[src/rtl/regfile_port_arbiter.sv]
// rtl/regfile_port_arbiter.sv - two-requester req/ack arbiter for one register-file port
// Optional build macro: REGFILE_ARB_FIXED_PRIO_EN (requester 0 always wins; default is round-robin)
module regfile_port_arbiter #(
    parameter int AW = 4,
    parameter int DW = 8
) (
    input  logic          i_ck,
    input  logic          i_rstn,
    input  logic          i_req0,
    input  logic          i_rw0,
    input  logic [AW-1:0] i_addr0,
    input  logic [DW-1:0] i_wdata0,
    input  logic          i_req1,
    input  logic          i_rw1,
    input  logic [AW-1:0] i_addr1,
    input  logic [DW-1:0] i_wdata1,
    output logic          o_ack0,
    output logic          o_ack1,
    output logic [DW-1:0] o_rdata,
    output logic          o_busy,
    output logic          o_sram_csn,
    output logic          o_sram_rw,
    output logic [AW-1:0] o_sram_address,
    output logic [DW-1:0] o_sram_data,
    input  logic [DW-1:0] i_sram_data
);

    localparam logic [1:0] ST_IDLE   = 2'd0;
    localparam logic [1:0] ST_ACCESS = 2'd1;
    localparam logic [1:0] ST_WAIT   = 2'd2;
    localparam logic [1:0] ST_DONE   = 2'd3;

    logic [1:0]    state;
    logic          any_req;
    logic          start;
    logic          grant_sel;
    logic          winner;
    logic          cur_rw;
    logic          sel_rw;
    logic [AW-1:0] sel_addr;
    logic [DW-1:0] sel_wdata;

    assign any_req = i_req0 | i_req1;
    assign start   = (state == ST_IDLE) && any_req;

`ifdef REGFILE_ARB_FIXED_PRIO_EN
    // Requester 0 wins whenever it is asking; requester 1 only gets idle slots
    always_comb begin
        grant_sel = ~i_req0;
    end
`else
    logic ptr;

    // Tie goes to the preferred requester; a lone requester always wins
    always_comb begin
        if (i_req0 && i_req1) begin
            grant_sel = ptr;
        end else begin
            grant_sel = i_req1;
        end
    end

    // Preference moves to the requester that lost (or did not ask) on every grant
    always_ff @(posedge i_ck or negedge i_rstn) begin
        if (!i_rstn) begin
            ptr <= 1'b0;
        end else if (start) begin
            ptr <= ~grant_sel;
        end
    end
`endif

    // Route the winning requester's transaction fields toward the port registers
    always_comb begin
        if (grant_sel) begin
            sel_rw    = i_rw1;
            sel_addr  = i_addr1;
            sel_wdata = i_wdata1;
        end else begin
            sel_rw    = i_rw0;
            sel_addr  = i_addr0;
            sel_wdata = i_wdata0;
        end
    end

    // Sequencer: a fixed four-cycle walk IDLE -> ACCESS -> WAIT -> DONE per transaction
    always_ff @(posedge i_ck or negedge i_rstn) begin
        if (!i_rstn) begin
            state <= ST_IDLE;
        end else begin
            case (state)
                ST_IDLE:   if (any_req) state <= ST_ACCESS;
                ST_ACCESS: state <= ST_WAIT;
                ST_WAIT:   state <= ST_DONE;
                default:   state <= ST_IDLE;
            endcase
        end
    end

    // Port lines: chip select low for the single ACCESS cycle; address/data hold between transactions
    always_ff @(posedge i_ck or negedge i_rstn) begin
        if (!i_rstn) begin
            o_sram_csn     <= 1'b1;
            o_sram_rw      <= 1'b1;
            o_sram_address <= '0;
            o_sram_data    <= '0;
        end else if (start) begin
            o_sram_csn     <= 1'b0;
            o_sram_rw      <= sel_rw;
            o_sram_address <= sel_addr;
            o_sram_data    <= sel_wdata;
        end else if (state == ST_ACCESS) begin
            o_sram_csn     <= 1'b1;
            o_sram_rw      <= 1'b1;
        end
    end

    // Remember who was granted and whether it was a read, since o_sram_rw is parked high after ACCESS
    always_ff @(posedge i_ck or negedge i_rstn) begin
        if (!i_rstn) begin
            winner <= 1'b0;
            cur_rw <= 1'b1;
        end else if (start) begin
            winner <= grant_sel;
            cur_rw <= sel_rw;
        end
    end

    // Completion: single-cycle ack to the winner, read data captured in the same edge
    always_ff @(posedge i_ck or negedge i_rstn) begin
        if (!i_rstn) begin
            o_ack0  <= 1'b0;
            o_ack1  <= 1'b0;
            o_rdata <= '0;
        end else if (state == ST_WAIT) begin
            o_ack0 <= ~winner;
            o_ack1 <= winner;
            if (cur_rw) begin
                o_rdata <= i_sram_data;
            end
        end else begin
            o_ack0 <= 1'b0;
            o_ack1 <= 1'b0;
        end
    end

    // Busy mirrors "state is not IDLE" as its own register
    always_ff @(posedge i_ck or negedge i_rstn) begin
        if (!i_rstn) begin
            o_busy <= 1'b0;
        end else if (start) begin
            o_busy <= 1'b1;
        end else if (state == ST_DONE) begin
            o_busy <= 1'b0;
        end
    end

endmodule
[config.mk]
export PLATFORM = sky130hd
export DESIGN_NAME = regfile_port_arbiter
export DESIGN_NICKNAME = d
export VERILOG_FILES = /design/src/rtl/regfile_port_arbiter.sv
export SDC_FILE = /design/constraint.sdc
export NUM_CORES = 1
export LEC_CHECK = 0
export CELL_PAD_IN_SITES_DETAIL_PLACEMENT = 1
export CELL_PAD_IN_SITES_GLOBAL_PLACEMENT = 1
export CORE_MARGIN = 8
export CORE_UTILIZATION = 30
export CTS_BUF_LIST = sky130_fd_sc_hd__clkbuf_4
export DETAILED_ROUTE_END_ITERATION = 7
export DONT_BUFFER_PORTS = 1
export PLACE_DENSITY_LB_ADDON = 0.1
export SYNTH_ARGS = -nofsm -noshare
export SYNTH_HDL_FRONTEND = slang
export SYNTH_SLANG_ARGS = --single-unit
[constraint.sdc]
create_clock -name i_ck -period 3.2 [get_ports i_ck]
set_input_delay 0.32 -clock i_ck [delete_from_list [all_inputs] [get_ports i_ck]]
set_output_delay 0.32 -clock i_ck [all_outputs]
set_load 0.02 [all_outputs]
==> summary.txt, run 1 <==
=============================================================================
Critical Path Most Common Cell ................................. sky130_fd_sc_hd__nand3_1
Via/cell ratio .................................................         5.50
Switching share of total power .................................        41.0%
Share of the yosys chip area belonging to registers ............        57.7%
Die Span Y .....................................................      82.0 µm
Hold path depth ................................................            2
Sink Count .....................................................           30
Most frequent cells after synthesis ............................ 27 x sky130_fd_sc_hd__dfrtp_1, 16 x sky130_fd_sc_hd__nand3_1, 15 x sky130_fd_sc_hd__nand2_1, 12 x sky130_fd_sc_hd__a32oi_1, 8 x sky130_fd_sc_hd__mux2_2
Critical path endpoint category ................................    flip-flop
Slowest CP cell ................................................ sky130_fd_sc_hd__and2_0
Die W ..........................................................      82.0 µm
Largest area contributor in the netlist ........................ sky130_fd_sc_hd__dfrtp_1
Post-synth top flop ............................................ sky130_fd_sc_hd__dfrtp_1
Fraction of layout cells with a size suffix above 1 ............        20.0%
Post-synthesis register bit count ..............................           30
Async set-or-reset flop fraction in the synthesized netlist ....         100%
Cell with the most instances after synthesis ................... sky130_fd_sc_hd__dfrtp_1
WS Path Type ...................................................   reg -> reg
Final Hold Fails ...............................................            0
R2R cell count .................................................            5
Relative contribution of the clock network to total power ......        21.8%
Combined area of all synthesized cells .........................     1310 µm²
Number of vias in the routed layout ............................          918
Yosys top cell area share ......................................        51.7%
Yosys warning count ............................................            0
Number of global-route vias before repair ......................         1008
Worst Path Buf+Inv .............................................            1
Number of setup violations in the final report .................            0
Number of buffers inserted to repair setup after CTS ...........            0
Worst stage delay on the critical path .........................       700 ps
Net count, final ...............................................          157
Placeable core region ..........................................     4260 µm²
Average footprint of a synthesized cell ........................     11.9 µm²
Maximum number of pins on one net before global-route repair ...           31
Clock-pin slew on the worst setup and hold paths ...............       100 ps
Comb pwr share .................................................        26.6%
DRT Wirelength .................................................      3620 µm
Number of filler instances in the final layout .................          479
CTS tree .......................................................         done
DIE AREA .......................................................     6730 µm²
Worst-Margin Slew ..............................................       841 ps
ANT nets after route ...........................................            0
Antenna violations before repair ...............................            0
Part of the total power dissipated in sequential elements ......        51.7%
Clock tree root driver cell .................................... sky130_fd_sc_hd__clkbuf_4
Routability congestion estimate ................................        0.713
Number of rows created at floorplan ............................           24
Areal power density over the cells .............................  1180 nW/µm²
First-pass GRT wire length .....................................      5650 µm
CP Cell Sequence ............................................... inv_1 -> ha_1 -> and2_0 -> nand3_1 -> nand3_1
Number of instances in the synthesized netlist .................          110
Worst-skew pair later-pin latency ..............................       330 ps
Worst hold margin ..............................................       100 ps
Hold Crit Class ................................................    in -> reg
Period utilisation layout ......................................        59.7%
Htree depth ....................................................            2
ANT cells ......................................................            0
HPWL Detailed ..................................................      2610 µm
Worst ir drop on vdd ...........................................       324 µV
Instance count on the critical path ............................            5
Hold buffers post-CTS ..........................................            2
Worst EP arrival ...............................................      2180 ps
Outcome ........................................................    completed
Wirelength per Cell ............................................      21.7 µm
Count of flip-flops with a built-in enable after synthesis .....            0
Dominant delay contributor by cell family on the critical path . simple AND/OR/NAND/NOR gates
Count of input and output buffers ..............................            0
Setup_tns ......................................................         0 ps
Global route overflow ..........................................            0
Synth area leaders ............................................. sky130_fd_sc_hd__dfrtp_1 52%, sky130_fd_sc_hd__a32oi_1 8.0%, sky130_fd_sc_hd__mux2_2 6.9%
Number of top-level design ports ...............................           63
Worst setup skew after layout ..................................      7.82 ps
Total clock buffers created by CTS .............................            5
Static leakage .................................................     0.661 nW
Growth of design area from synthesis to finish .................        12.8%
Overall fraction of global-route tracks in use .................        11.4%
Net load switching power .......................................     0.715 mW
Max-slew violation count .......................................            0
DRT Pass-1 Iters ...............................................            4
Sort of element at the start of the critical path ..............    flip-flop
Clock Path Buffers .............................................            2
Worst-case headroom to the max-slew limit ......................        43.9%
Number of distinct library cells after synthesis ...............           24
Maximum Capacitance Violations .................................            0
Time the worst path needs with I/O delays and setup ............      1910 ps
Number of DRC markers in iteration 0 ...........................           20
Post-Syn Nets ..................................................          153
Final routed DRC violation total ...............................            0
FMAX ...........................................................      524 MHz
Required time at the endpoint of the critical path .............      3470 ps
Unrepaired setup endpoints after global routing ................           no
Initial cell density of the core ...............................        30.7%
# resized after CTS ............................................            0
Internal power component .......................................      1.03 mW
Max Fanout on Critical Path ....................................           14
=============================================================================
==> cell families (layout without fill, tap and decap cells) <==
logic type / Yosys count / count (layout) / synth area share, %
and+or+nand+nor: 37 / 37 / 13.7
DFF: 30 / 30 / 57.7
adders and majority gates: 5 / 5 / 4.78
muxes: 9 / 9 / 8.04
buffers and inverters: 9 / 14 / 3.35
AOI/OAI and AO/OA: 20 / 20 / 12.4
==> worst paths after layout <==
| check | from | endpoint | slack [ps] |
|---|---|---|---|
| setup reg to reg | state[0] | cur_rw | 1290 |
| setup / recovery | state[0] | cur_rw | 1290 |
| hold / removal | i_wdata0[7] | o_sram_data[7] | 100 |
| min in group asynchronous | i_rstn | o_sram_data[4] | 460 |
| max in group asynchronous | i_rstn | o_sram_rw | 2510 |
| hold reg to reg | winner | o_ack0 | 450 |
==> sequential cells by signal, summed over array words and instances (netlist names), 2 cells and up <==
register        count
o_rdata             8
state               2
o_sram_address      4
o_sram_data         8
==> metal layers <==
metal	wire length (µm)	up-vias	track usage, %
met4	48	0	3.86
met5	0	-	0
li1	-	407	-
met1	1330	464	11.6
met3	452	5	7.11
met2	1790	42	18.9
==> cells in the final DEF, fill, tap and decap left out, drive strengths merged, types with 2 or more instances in the layout <==
cell	synthesis	routed
a22o	2	2
ha	5	5
clkbuf	1	5
and2	3	3
inv	4	4
a32oi	12	12
nand3	16	16
bufinv	0	2
dfstp	3	3
dfrtp	27	27
nand2	15	15
o21ai	3	3
mux2	9	9
==> power by group through the flow <==
stage | sequential, mW | clock (mW) | combinational [mW]
6_report | 0.901 | 0.379 | 0.463
2_1_floorplan | 0.865 | 0 | 0.386
3_3_place_gp | 0.913 | 0 | 0.439
5_1_grt | 0.937 | 0.415 | 0.528
4_1_cts | 0.912 | 0.393 | 0.476
3_5_place_dp | 0.919 | 0 | 0.463
==> area by class of cell <==
type,instances,area [µm²],share of cell area (%)
clock buffer,5,37.5,2.54
tap,52,65.1,4.41
sequential,30,754,51.1
inverter,4,15.0,1.02
timing repair buffer,2,30.0,2.04
clock inverter,3,63.8,4.33
multi-input combinational,71,509,34.5
==> stage by stage <==
step	setup slack [ps]	instances	power (mW)	utilization, %	instance area (µm²)
6_report	1290	167	1.74	34.6	1480
4_1_cts	1260	167	1.78	34.6	1480
3_3_place_gp	1410	157	1.35	31.5	1340
2_1_floorplan	1720	110	1.25	-	1310
5_1_grt	1110	167	1.88	34.6	1480
3_5_place_dp	1330	157	1.38	31.5	1340
(Power assumes the default switching activity.)
==> run 2: changes to the inputs <==
--- a/config.mk
+++ b/config.mk
@@ -5,6 +5,7 @@
 export SDC_FILE = /design/constraint.sdc
 export NUM_CORES = 1
 export LEC_CHECK = 0
+export ABC_AREA = 1
 export CELL_PAD_IN_SITES_DETAIL_PLACEMENT = 1
 export CELL_PAD_IN_SITES_GLOBAL_PLACEMENT = 1
 export CORE_MARGIN = 8
==> constraint.sdc (replaced) <==
create_clock -name i_ck -period 1.7 [get_ports i_ck]
set_input_delay 0.17 -clock i_ck [delete_from_list [all_inputs] [get_ports i_ck]]
set_output_delay 0.17 -clock i_ck [all_outputs]
set_load 0.02 [all_outputs]
==> summary.txt, run 2 <==
===========================================================================
Worst hold endpoint .......................................... o_sram_data[6]
Comb pwr share ...............................................        31.2%   +4.6 points
Unrepaired setup endpoints after global routing ..............           no
Largest area contributor in the netlist ...................... sky130_fd_sc_hd__dfrtp_1
Maximum number of pins on one net before global-route repair .           31   unchanged
ANT nets after route .........................................            0   unchanged
R2R cell count ...............................................            5   unchanged
Number of distinct library cells after synthesis .............           18   -25%
Outcome ......................................................    completed
Worst EP arrival .............................................      1650 ps   -530 ps
Area of the multi-input gates ................................      547 µm²   +7.4%
Die W ........................................................      83.6 µm   +2.0%
Fraction of layout cells with a size suffix above 1 ..........        11.1%   -8.9 points
Minimum setup slack among reg-to-reg paths ...................       240 ps   -1050 ps
Net count, final .............................................          222   +41%
Htree depth ..................................................            2   unchanged
Number of DRC markers in iteration 0 .........................           35   +75%
Switching share of total power ...............................        46.2%   +5.2 points
Post-synth top flop .......................................... sky130_fd_sc_hd__dfrtp_1
Worst ir drop on vdd .........................................       655 µV   +100%
Reg-to-reg endpoint ..........................................       o_busy
DRT Wirelength ...............................................      4250 µm   +17%
Core Util, Final .............................................        40.4%   +5.8 points
Critical path endpoint category ..............................    flip-flop
DRT Pass-1 Iters .............................................            4   unchanged
Part of the total power dissipated in sequential elements ....        52.0%   +0.3 points
Worst setup skew after layout ................................      11.9 ps   +4.05 ps
Async set-or-reset flop fraction in the synthesized netlist ..         100%   unchanged
Net load switching power .....................................      1.55 mW   +120%
Footprint of the flip-flops and latches ......................      754 µm²   unchanged
Post-synthesis register bit count ............................           30   unchanged
ANT cells ....................................................            0   unchanged
Die Span Y ...................................................      83.6 µm   +2.0%
WS Path Type .................................................   reg -> reg
Maximum Capacitance Violations ...............................            0   unchanged
Startpoint of the lowest-slack register-to-register path .....     state[0]
Worst hold margin ............................................      16.6 ps   -83.4 ps
Worst Hold Launch ............................................  i_wdata1[6]
Total clock buffers created by CTS ...........................            5   unchanged
Number of rows created at floorplan ..........................           24   unchanged
Number of filler instances in the final layout ...............          502   +4.8%
Number of vias in the routed layout ..........................         1197   +30%
Final routed DRC violation total .............................            0   unchanged
Number of setup violations in the final report ...............            0   unchanged
Clock-pin slew on the worst setup and hold paths .............       110 ps   about the same
Yosys top cell area share ....................................        49.2%   -2.4 points
Required time at the endpoint of the critical path ...........      1880 ps   -1590 ps
CTS tree .....................................................         done
Routability congestion estimate ..............................        0.710   -0.48%
Post-Syn Nets ................................................          194   +27%
Most used cells in the layout excluding fill and tap cells ... 39 x sky130_fd_sc_hd__nand2_1, 35 x sky130_fd_sc_hd__nand3_1, 27 x sky130_fd_sc_hd__dfrtp_1, 26 x sky130_fd_sc_hd__dlygate4sd3_1, 13 x sky130_fd_sc_hd__nand4_1
Placeable core region ........................................     4380 µm²   +2.8%
Number of instances in the synthesized netlist ...............          151   +37%
Via/cell ratio ...............................................         5.16   -6.1%
Hold path depth ..............................................            2   unchanged
Share of the yosys chip area belonging to registers ..........        55.0%   -2.7 points
Sink Count ...................................................           30   unchanged
Clock tree root driver cell .................................. sky130_fd_sc_hd__clkbuf_4
Antenna violations before repair .............................            0   unchanged
Initial cell density of the core .............................        31.3%   +0.64 points
Worst-skew pair later-pin latency ............................       340 ps   about the same
Max-slew violation count .....................................            0   unchanged
Max Fanout on Critical Path ..................................           16   +2
Most frequent cells after synthesis .......................... 39 x sky130_fd_sc_hd__nand2_1, 35 x sky130_fd_sc_hd__nand3_1, 27 x sky130_fd_sc_hd__dfrtp_1, 13 x sky130_fd_sc_hd__nand4_1
Count of flip-flops with a built-in enable after synthesis ...            0   unchanged
Cell with the most instances after synthesis ................. sky130_fd_sc_hd__nand2_1
HPWL Detailed ................................................      3000 µm   +15%
Time the worst path needs with I/O delays and setup ..........      1460 ps   -447 ps
Worst-Margin Slew ............................................       550 ps   -291 ps
Wirelength per Cell ..........................................      18.3 µm   -15%
Worst-case headroom to the max-slew limit ....................        63.2%   +19 points
Growth of design area from synthesis to finish ...............        29.2%
Average footprint of a synthesized cell ......................     9.09 µm²   -24%
Tot Pwr ......................................................      3.37 mW   +93%
Number of global-route vias before repair ....................         1325   +31%
Final Hold Fails .............................................            0   unchanged
Hold Crit Class ..............................................    in -> reg
Sort of element at the start of the critical path ............    flip-flop
DIE AREA .....................................................     7000 µm²   +4.0%
Commonest non-fill, non-tap cell in the layout ............... sky130_fd_sc_hd__nand2_1
Synth area leaders ........................................... sky130_fd_sc_hd__dfrtp_1 49%, sky130_fd_sc_hd__nand3_1 13%, sky130_fd_sc_hd__nand2_1 11%
Relative contribution of the clock network to total power ....        16.8%   -5.0 points
Global route overflow ........................................            0   unchanged
Static leakage ...............................................     0.839 nW   +27%
First-pass GRT wire length ...................................      7210 µm   +28%
Internal power component .....................................      1.81 mW   +76%
Yosys warning count ..........................................            0   unchanged
Count of input and output buffers ............................            0   unchanged
Overall fraction of global-route tracks in use ...............        12.7%   +1.3 points
Setup_tns ....................................................         0 ps   unchanged
Areal power density over the cells ...........................  1900 nW/µm²   +61%
Clock Path Buffers ...........................................            2   unchanged
Number of buffers inserted to repair setup after CTS .........            0   unchanged
FMAX .........................................................      684 MHz   +31%
Combined area of all synthesized cells .......................     1370 µm²   +5.0%
Number of top-level design ports .............................           63   unchanged
Period utilisation layout ....................................        86.0%   +26 points
Largest registers ranked by flip-flop count .................. o_rdata: 8 flops, o_sram_data: 8 flops, o_sram_address: 4 flops
===========================================================================
## run 2: changes by cell type in the layout (fill, tap and decap cells not counted), moves of 8 or more
cell                            previous run  this run
sky130_fd_sc_hd__nand4_1                   0        13
sky130_fd_sc_hd__dlygate4sd3_1             1        26
sky130_fd_sc_hd__a32oi_1                  12         0
sky130_fd_sc_hd__mux2_2                    8         0
sky130_fd_sc_hd__nand3_1                  16        35
sky130_fd_sc_hd__nand2_1                  15        39
## run 2: kinds of logic after synthesis
| family | synth area share (%) |
|---|---|
| flops | 55.0 |
| compound gates | 2.83 |
| simple gates | 31.9 |
| fa+ha+maj | 4.56 |
| buf+inv | 5.74 |
## run 2: how the worst max path moves through the flow
stage / from / slack, ps / endpoint
6_report: state[0] / 240 / o_busy
5_1_grt: state[1] / 80 / cur_rw
4_1_cts: state[0] / 80 / o_busy
3_5_place_dp: state[0] / 100 / o_busy
3_3_place_gp: state[0] / 200 / o_busy
2_1_floorplan: state[0] / 370 / o_sram_data[4]
## run 2: metal layers
layer / routed length [µm] / up-vias / track usage (%) / part of all wire, %
met4: 56 / 0 / 4.24 / 1.3
met1: 1610 / 572 / 13.8 / 38
met3: 447 / 7 / 6.64 / 11
met5: 0 / - / 0 / 0
li1: - / 569 / - / -
met2: 2140 / 49 / 20.8 / 50
## run 2: area by class of cell
| type | count | area share (%) |
|---|---|---|
| sequential | 30 | 42.6 |
| timing repair buffer | 30 | 17.1 |
| clock buffer | 5 | 2.12 |
| multi-input combinational | 105 | 30.8 |
| inverter | 7 | 1.48 |
| tap | 52 | 3.67 |
| clock inverter | 3 | 2.26 |
## run 2: power by group through the flow
stage,clock (mW),combinational (mW),sequential (mW)
2_1_floorplan,0,0.817,1.64
3_3_place_gp,0,0.940,1.77
3_5_place_dp,0,0.992,1.78
4_1_cts,0.590,1.07,1.77
5_1_grt,0.626,1.24,1.82
6_report,0.565,1.05,1.75
## run 2: what timing repair did
item,in CTS,in global routing
hold buffers,27,0
gates resized for setup,0,1
endpoints found under the setup margin,0,2
hold endpoints to repair,52,0
## run 2: critical path, cell delays in order, from the launching register on
cell and delay (ps):
sky130_fd_sc_hd__dfrtp_1 420, sky130_fd_sc_hd__inv_1 100, sky130_fd_sc_hd__ha_1 230, sky130_fd_sc_hd__buf_4 200
sky130_fd_sc_hd__o21ai_4 190, sky130_fd_sc_hd__o21ai_0 180
## run 2: per-stage QoR
step / std cells / area [µm²] / setup WS, ps
after global routing: 232 / 1770 / 80.3
after detailed placement: 197 / 1410 / 96.8
after CTS: 232 / 1770 / 80.1
final: 232 / 1770 / 237
after floorplan: 151 / 1370 / 365
after global placement: 197 / 1410 / 195
